**src/rtl/fifo_write_arbiter.sv**
```systemverilog
// ---------------------------------------------------------------------------
// fifo_write_arbiter
//
// Round-robin write-side scheduler for a shared generic_fifo. NREQ producers
// compete for the FIFO's single write port; the winner's word is registered
// onto fifo_in/fifo_write. An internal level counter tracks the words already
// committed to the FIFO (including the one sitting in the write register), so
// a word is never issued into a full FIFO.
//
// Ports
//   clk         clock, all logic on posedge
//   reset       asynchronous, active-high reset
//   req_valid   per-requester "word pending"
//   req_data    per-requester word, requester i at slice i
//   req_lock    per-requester burst-lock request
//   req_ack     one-hot combinational accept for the current cycle
//   fifo_in     registered write data to the FIFO
//   fifo_write  registered write strobe to the FIFO
//   fifo_read   monitored copy of the consumer's FIFO read
//   level       committed word count, including the pending write
//   grant_id    index of the last acked requester
//
// Build option
//   FIFO_WRITE_ARB_LOCK_EN  when defined, a requester acked with req_lock=1
//                           owns the write port until it releases the lock or
//                           drops req_valid. When undefined, req_lock is ignored
//                           and arbitration is pure per-word round-robin.
//
// state | meaning
// ------+------------------------------------------------------------------
// ARB   | normal round-robin arbitration over all valid requesters
// LOCK  | burst lock; only the owner (the last granted requester) is eligible
// ---------------------------------------------------------------------------
module fifo_write_arbiter #(
    parameter int NREQ  = 4,
    parameter int MSB   = 3,
    parameter int LSB   = 0,
    parameter int DEPTH = 4,
    localparam int W    = MSB - LSB + 1,
    localparam int LW   = $clog2(DEPTH + 1),
    localparam int IW   = $clog2(NREQ)
) (
    input  logic                clk,
    input  logic                reset,
    input  logic [NREQ-1:0]     req_valid,
    input  logic [NREQ*W-1:0]   req_data,
    input  logic [NREQ-1:0]     req_lock,
    output logic [NREQ-1:0]     req_ack,
    output logic [W-1:0]        fifo_in,
    output logic                fifo_write,
    input  logic                fifo_read,
    output logic [LW-1:0]       level,
    output logic [IW-1:0]       grant_id
);

    typedef enum logic [0:0] {
        ARB  = 1'b0,
        LOCK = 1'b1
    } state_t;

    state_t          state;
    logic [IW-1:0]   ptr;          // last granted requester; search starts at ptr+1
    logic [NREQ-1:0] eligible;
    logic [IW-1:0]   win;
    logic            found;
    logic            has_room;
    logic            issue;
    logic            rd_dec;
    logic [LW-1:0]   level_next;

    always_comb begin
        eligible = req_valid;
`ifdef FIFO_WRITE_ARB_LOCK_EN
        // While locked, the pointer always holds the owner.
        if (state == LOCK) begin
            eligible = req_valid & (NREQ'(1) << ptr);
        end
`endif
    end

    // First eligible requester after the pointer, wrapping modulo NREQ.
    always_comb begin
        found = 1'b0;
        win   = '0;
        for (int k = 1; k <= NREQ; k++) begin
            if (!found && eligible[IW'((int'(ptr) + k) % NREQ)]) begin
                found = 1'b1;
                win   = IW'((int'(ptr) + k) % NREQ);
            end
        end
    end

    // The issue decision deliberately ignores a same-cycle read: level already
    // counts the word in the write register, and crediting a read here would
    // let a full FIFO accept a word one cycle too early.
    assign has_room = (level < LW'(DEPTH));
    assign issue    = found && has_room;
    assign req_ack  = (issue && !reset) ? (NREQ'(1) << win) : '0;

    assign rd_dec = fifo_read && (level != '0);

    always_comb begin
        level_next = level;
        if (issue && !rd_dec) begin
            level_next = level + LW'(1);
        end else if (!issue && rd_dec) begin
            level_next = level - LW'(1);
        end
    end

`ifndef FIFO_WRITE_ARB_LOCK_EN
    logic unused_req_lock;
    assign unused_req_lock = ^req_lock;
`endif

    always_ff @(posedge clk or posedge reset) begin
        if (reset) begin
            state      <= ARB;
            ptr        <= IW'(NREQ - 1);
            level      <= '0;
            fifo_write <= 1'b0;
            fifo_in    <= '0;
            grant_id   <= '0;
        end else begin
            fifo_write <= issue;
            level      <= level_next;
            if (issue) begin
                fifo_in  <= req_data[int'(win)*W +: W];
                grant_id <= win;
                ptr      <= win;
            end
`ifdef FIFO_WRITE_ARB_LOCK_EN
            case (state)
                ARB: begin
                    if (issue && req_lock[win]) begin
                        state <= LOCK;
                    end
                end
                LOCK: begin
                    // Pointer stays on the owner, so arbitration resumes at owner+1.
                    if (!req_valid[ptr]) begin
                        state <= ARB;
                    end else if (issue && !req_lock[win]) begin
                        state <= ARB;
                    end
                end
                default: state <= ARB;
            endcase
`else
            state <= ARB;
`endif
        end
    end

endmodule

```
**config.mk**
```make
export PLATFORM = sky130hd
export DESIGN_NAME = fifo_write_arbiter
export DESIGN_NICKNAME = d
export VERILOG_FILES = /design/src/rtl/fifo_write_arbiter.sv
export SDC_FILE = /design/constraint.sdc
export NUM_CORES = 1
export LEC_CHECK = 0
export CORE_UTILIZATION = 35
export CTS_CLUSTER_SIZE = 16
export DETAILED_ROUTE_END_ITERATION = 7
export PLACE_DENSITY_LB_ADDON = 0.12
export SYNTH_ARGS = -nofsm -noshare
export SYNTH_HDL_FRONTEND = slang
export SYNTH_SLANG_ARGS = --single-unit
```
**constraint.sdc**
```tcl
create_clock -name clk -period 2.1 [get_ports clk]
set_input_delay 0.315 -clock clk [delete_from_list [all_inputs] [get_ports clk]]
set_output_delay 0.315 -clock clk [all_outputs]
set_load 0.02 [all_outputs]
```
==> flow_summary.yaml, run 1 <==
clock_network:
  htreeDepth: 1
  clock_latency_ns: 0.26
  cts_buffer_depth: 2
  cts.sinks: 12
  holdBufCountCts: 0
  cts_tree: "yes"
  cts.clk_slew.worst_paths_ns: 0.07
  numCtsBuffers: 3
  root_buffer: "clkbuf_4"
route:
  antenna_left: 0
  first_pass_iters: 4
  drc_errors: 0
  avgViaCountPerCell: 4.87
  vias: 721
  wl_per_cell_um: 13.2
  wl_mm: 1.96
  drt_iter0_markers: 8
yosys:
  ys_seq_elements: 12
  synthesis.area_um2: 753
  synth_top_cell_area_share: 0.332
  async_reset_ff_frac: 1.00
  synth_top_area_cell: "dfrtp_1"
  yosys.cell_types.count: 27
  yosysWarnings: 0
  synthFlopType: "dfrtp_1"
  synth-edff-count: 0
  yosysMostFrequentCell: "dfrtp_1"
  synthTopCellsByArea: "dfrtp_1 33%, mux2i_1 12%, a221oi_2 8.0%"
  synth_common_cells: "10 x dfrtp_1, 9 x mux2i_1, 6 x nor2_1"
  synthCells: 66
  synthesis.nets: 95
  yosysSeqAreaShare: 0.402
  avgSynthCellArea_um2: 11.4
setup_path:
  critPathMaxFanout: 4
  arrival_ns: 1.77
  cp_data_required_time_ns: 1.78
  crit_path_top_delay_cell: "dfstp_2"
  crit_buf_inv: 1
  path_cells: "mux2i_1, o221a_2, and2_4, nor3b_4, buf_6"
  critPathKind: "reg2out"
  end_kind: "output port"
  cpPeakStageDelay_ns: 0.58
  path_delay_family: "flip-flops"
  cp-start-kind: "flop"
power_and_ir_drop:
  worst_ir_drop_vdd_mv: 0.895
  fin_total_pwr_uw: 1920
  p_leak_uw: 0.000602
  p_per_area_nw_per_um2: 1440
floorplan:
  die_height_um: 48.4
  dieArea_um2: 2340
  die_width_um: 48.4
  initial_core_util: 0.376
  coreArea_um2: 2000
  ios: 41
  rows: 16
timing:
  tightest_slew_ns: 0.355
  setup_viol: 0
  period_share: 0.994
  drv_slew: 0
  hold_viol: 0
  slew_headroom: 0.763
  post-route-min-period_ns: 2.09
  fmax_mhz: 479
  fin_skew_ns: 0.00258
  rsz0062_at_grt: "true"
  setup_ws_ns: 0.0136
global_route:
  antenna_found_initial: 0
  track_usage: 0.188
  grt_overflow: 0
  grt_pass1_wl_mm: 3.41
  first_global_vias: 749
  grt_max_degree: 9
run:
  drv_cap: 0
layout:
  fillers: 175
  drive_gt1_frac: 0.388
  nNetsFinal: 151
  multi_input_area_um2: 459
  ff_latch_area_um2: 304
  antennaDiodeCount: 0
  fin_util: 0.664
  synthToLayoutAreaGrowth_pct: 76.6
worst_hold_path:
  holdCritPathClass: "reg2reg"
placed_design:
  port_buffers: 36
  dp_hpwl_mm: 1.50
  gp_congestion: 0.728
  dp_worst_setup_slack_ns: -0.555
status:
  status: "finished clean"
==> stage by stage <==
step | hold WS (ns) | instances | area [um2] | setup TNS, ns
after global placement | 0.460 | 141 | 1240 | -3.02
after floorplan | 0.188 | 66 | 758 | 0
after global routing | 0.510 | 148 | 1330 | -0.201
final | 0.486 | 148 | 1330 | 0
after detailed placement | 0.473 | 141 | 1240 | -3.29
after CTS | 0.450 | 147 | 1280 | 0
==> worst paths after layout <==
kind	slack (ns)	endpoint	from	depth (start not counted)
min in group asynchronous	0.51	fifo_in[1]$_DFFE_PP0P_	reset	3
max	0.01	req_ack[0]	ptr[1]$_DFFE_PP1P_	5
max reg2reg	0.17	level[2]$_DFFE_PP0P_	level[2]$_DFFE_PP0P_	8
min	0.49	grant_id[0]$_DFFE_PP0P_	grant_id[0]$_DFFE_PP0P_	1
max in group asynchronous	1.39	ptr[0]$_DFFE_PP1P_	reset	3
min reg2reg	0.49	grant_id[0]$_DFFE_PP0P_	grant_id[0]$_DFFE_PP0P_	1
==> cells by family after synthesis <==
family	after synthesis	share of synthesized area
and+or+nand+nor	18	0.126
xor gates and xnor gates	3	0.0349
DFF	12	0.402
adders and majority gates	2	0.0432
muxes	12	0.164
AOI/OAI and AO/OA	13	0.188
buffers and inverters	6	0.0415
==> layout by cell type (no fill, tap or decap) <==
| cell type | instances |
|---|---|
| dfstp_2 | 2 |
| clkdlybuf4s50_1 | 28 |
| mux2_2 | 3 |
| and3_1 | 2 |
| a21oi_1 | 1 |
| xnor2_1 | 1 |
| a21oi_2 | 1 |
| nor2_4 | 1 |
| nor2b_2 | 1 |
| inv_1 | 4 |
| nor3b_4 | 1 |
| dfrtp_2 | 1 |
| clkbuf_8 | 1 |
| nand2_2 | 1 |
| a211oi_4 | 1 |
| a221oi_2 | 4 |
| o21ai_2 | 2 |
| nand2_1 | 1 |
| nor3b_1 | 1 |
| buf_4 | 18 |
| fa_1 | 1 |
| dfrtp_1 | 9 |
| dlygate4sd2_1 | 3 |
| dlymetal6s2s_1 | 1 |
| mux2i_1 | 9 |
| ha_1 | 1 |
| o31ai_1 | 1 |
| nor4_2 | 2 |
| clkbuf_4 | 3 |
| nand2b_1 | 1 |
| o221a_2 | 1 |
| buf_6 | 2 |
| buf_2 | 1 |
| a21o_1 | 2 |
| nor2_1 | 6 |
| xor2_1 | 2 |
| and2_4 | 1 |
==> worst reg2reg max path: stages (launching register included) <==
cell and delay [ns]:
dfrtp_2 0.45, buf_4 0.16, o31ai_1 0.20, ha_1 0.22
inv_1 0.06, fa_1 0.37, xor2_1 0.15, nor2_1 0.10
xor2_1 0.15
==> routing by layer <==
layer | routed length (um) | track usage | vias up
li1 | - | - | 354
met1 | 895 | 0.251 | 341
met2 | 924 | 0.298 | 24
met3 | 119 | 0.0314 | 2
met4 | 19 | 0.0882 | 0
met5 | 0 | 0 | -
==> state kept, by name (all words and copies together) (netlist names) <==
register / flops
fifo_write: 1
grant_id: 2
ptr: 2
fifo_in: 4
level: 3
==> timing repair <==
action / CTS / global route
setup buffers: 2 / 1
gates resized for setup: 21 / 14
setup endpoints to repair: 6 / 7
pin swaps: 3 / 5
==> layout make-up <==
cell class              instances  area share
repair buffers                 53       0.362
clock buffers                   4      0.0273
well taps                      27      0.0254
multi-input cells              48       0.345
inverters                       4      0.0113
flip-flops and latches         12       0.229
==> report_power, final <==
group          total [uW]  switching (uW)  internal [uW]  leakage [uW]
Combinational        1260             575            688      0.000446
Sequential            480             106            374      0.000135
Clock                 179            73.3            105     0.0000210
Note: power is estimated with default switching activity, not from simulation.
==> run 2, diff against run 1 <==
- RECOVER_POWER: unset -> 25
==> results of run 2 <==
The final DEF is identical to that of run 1; final timing and power are the same.
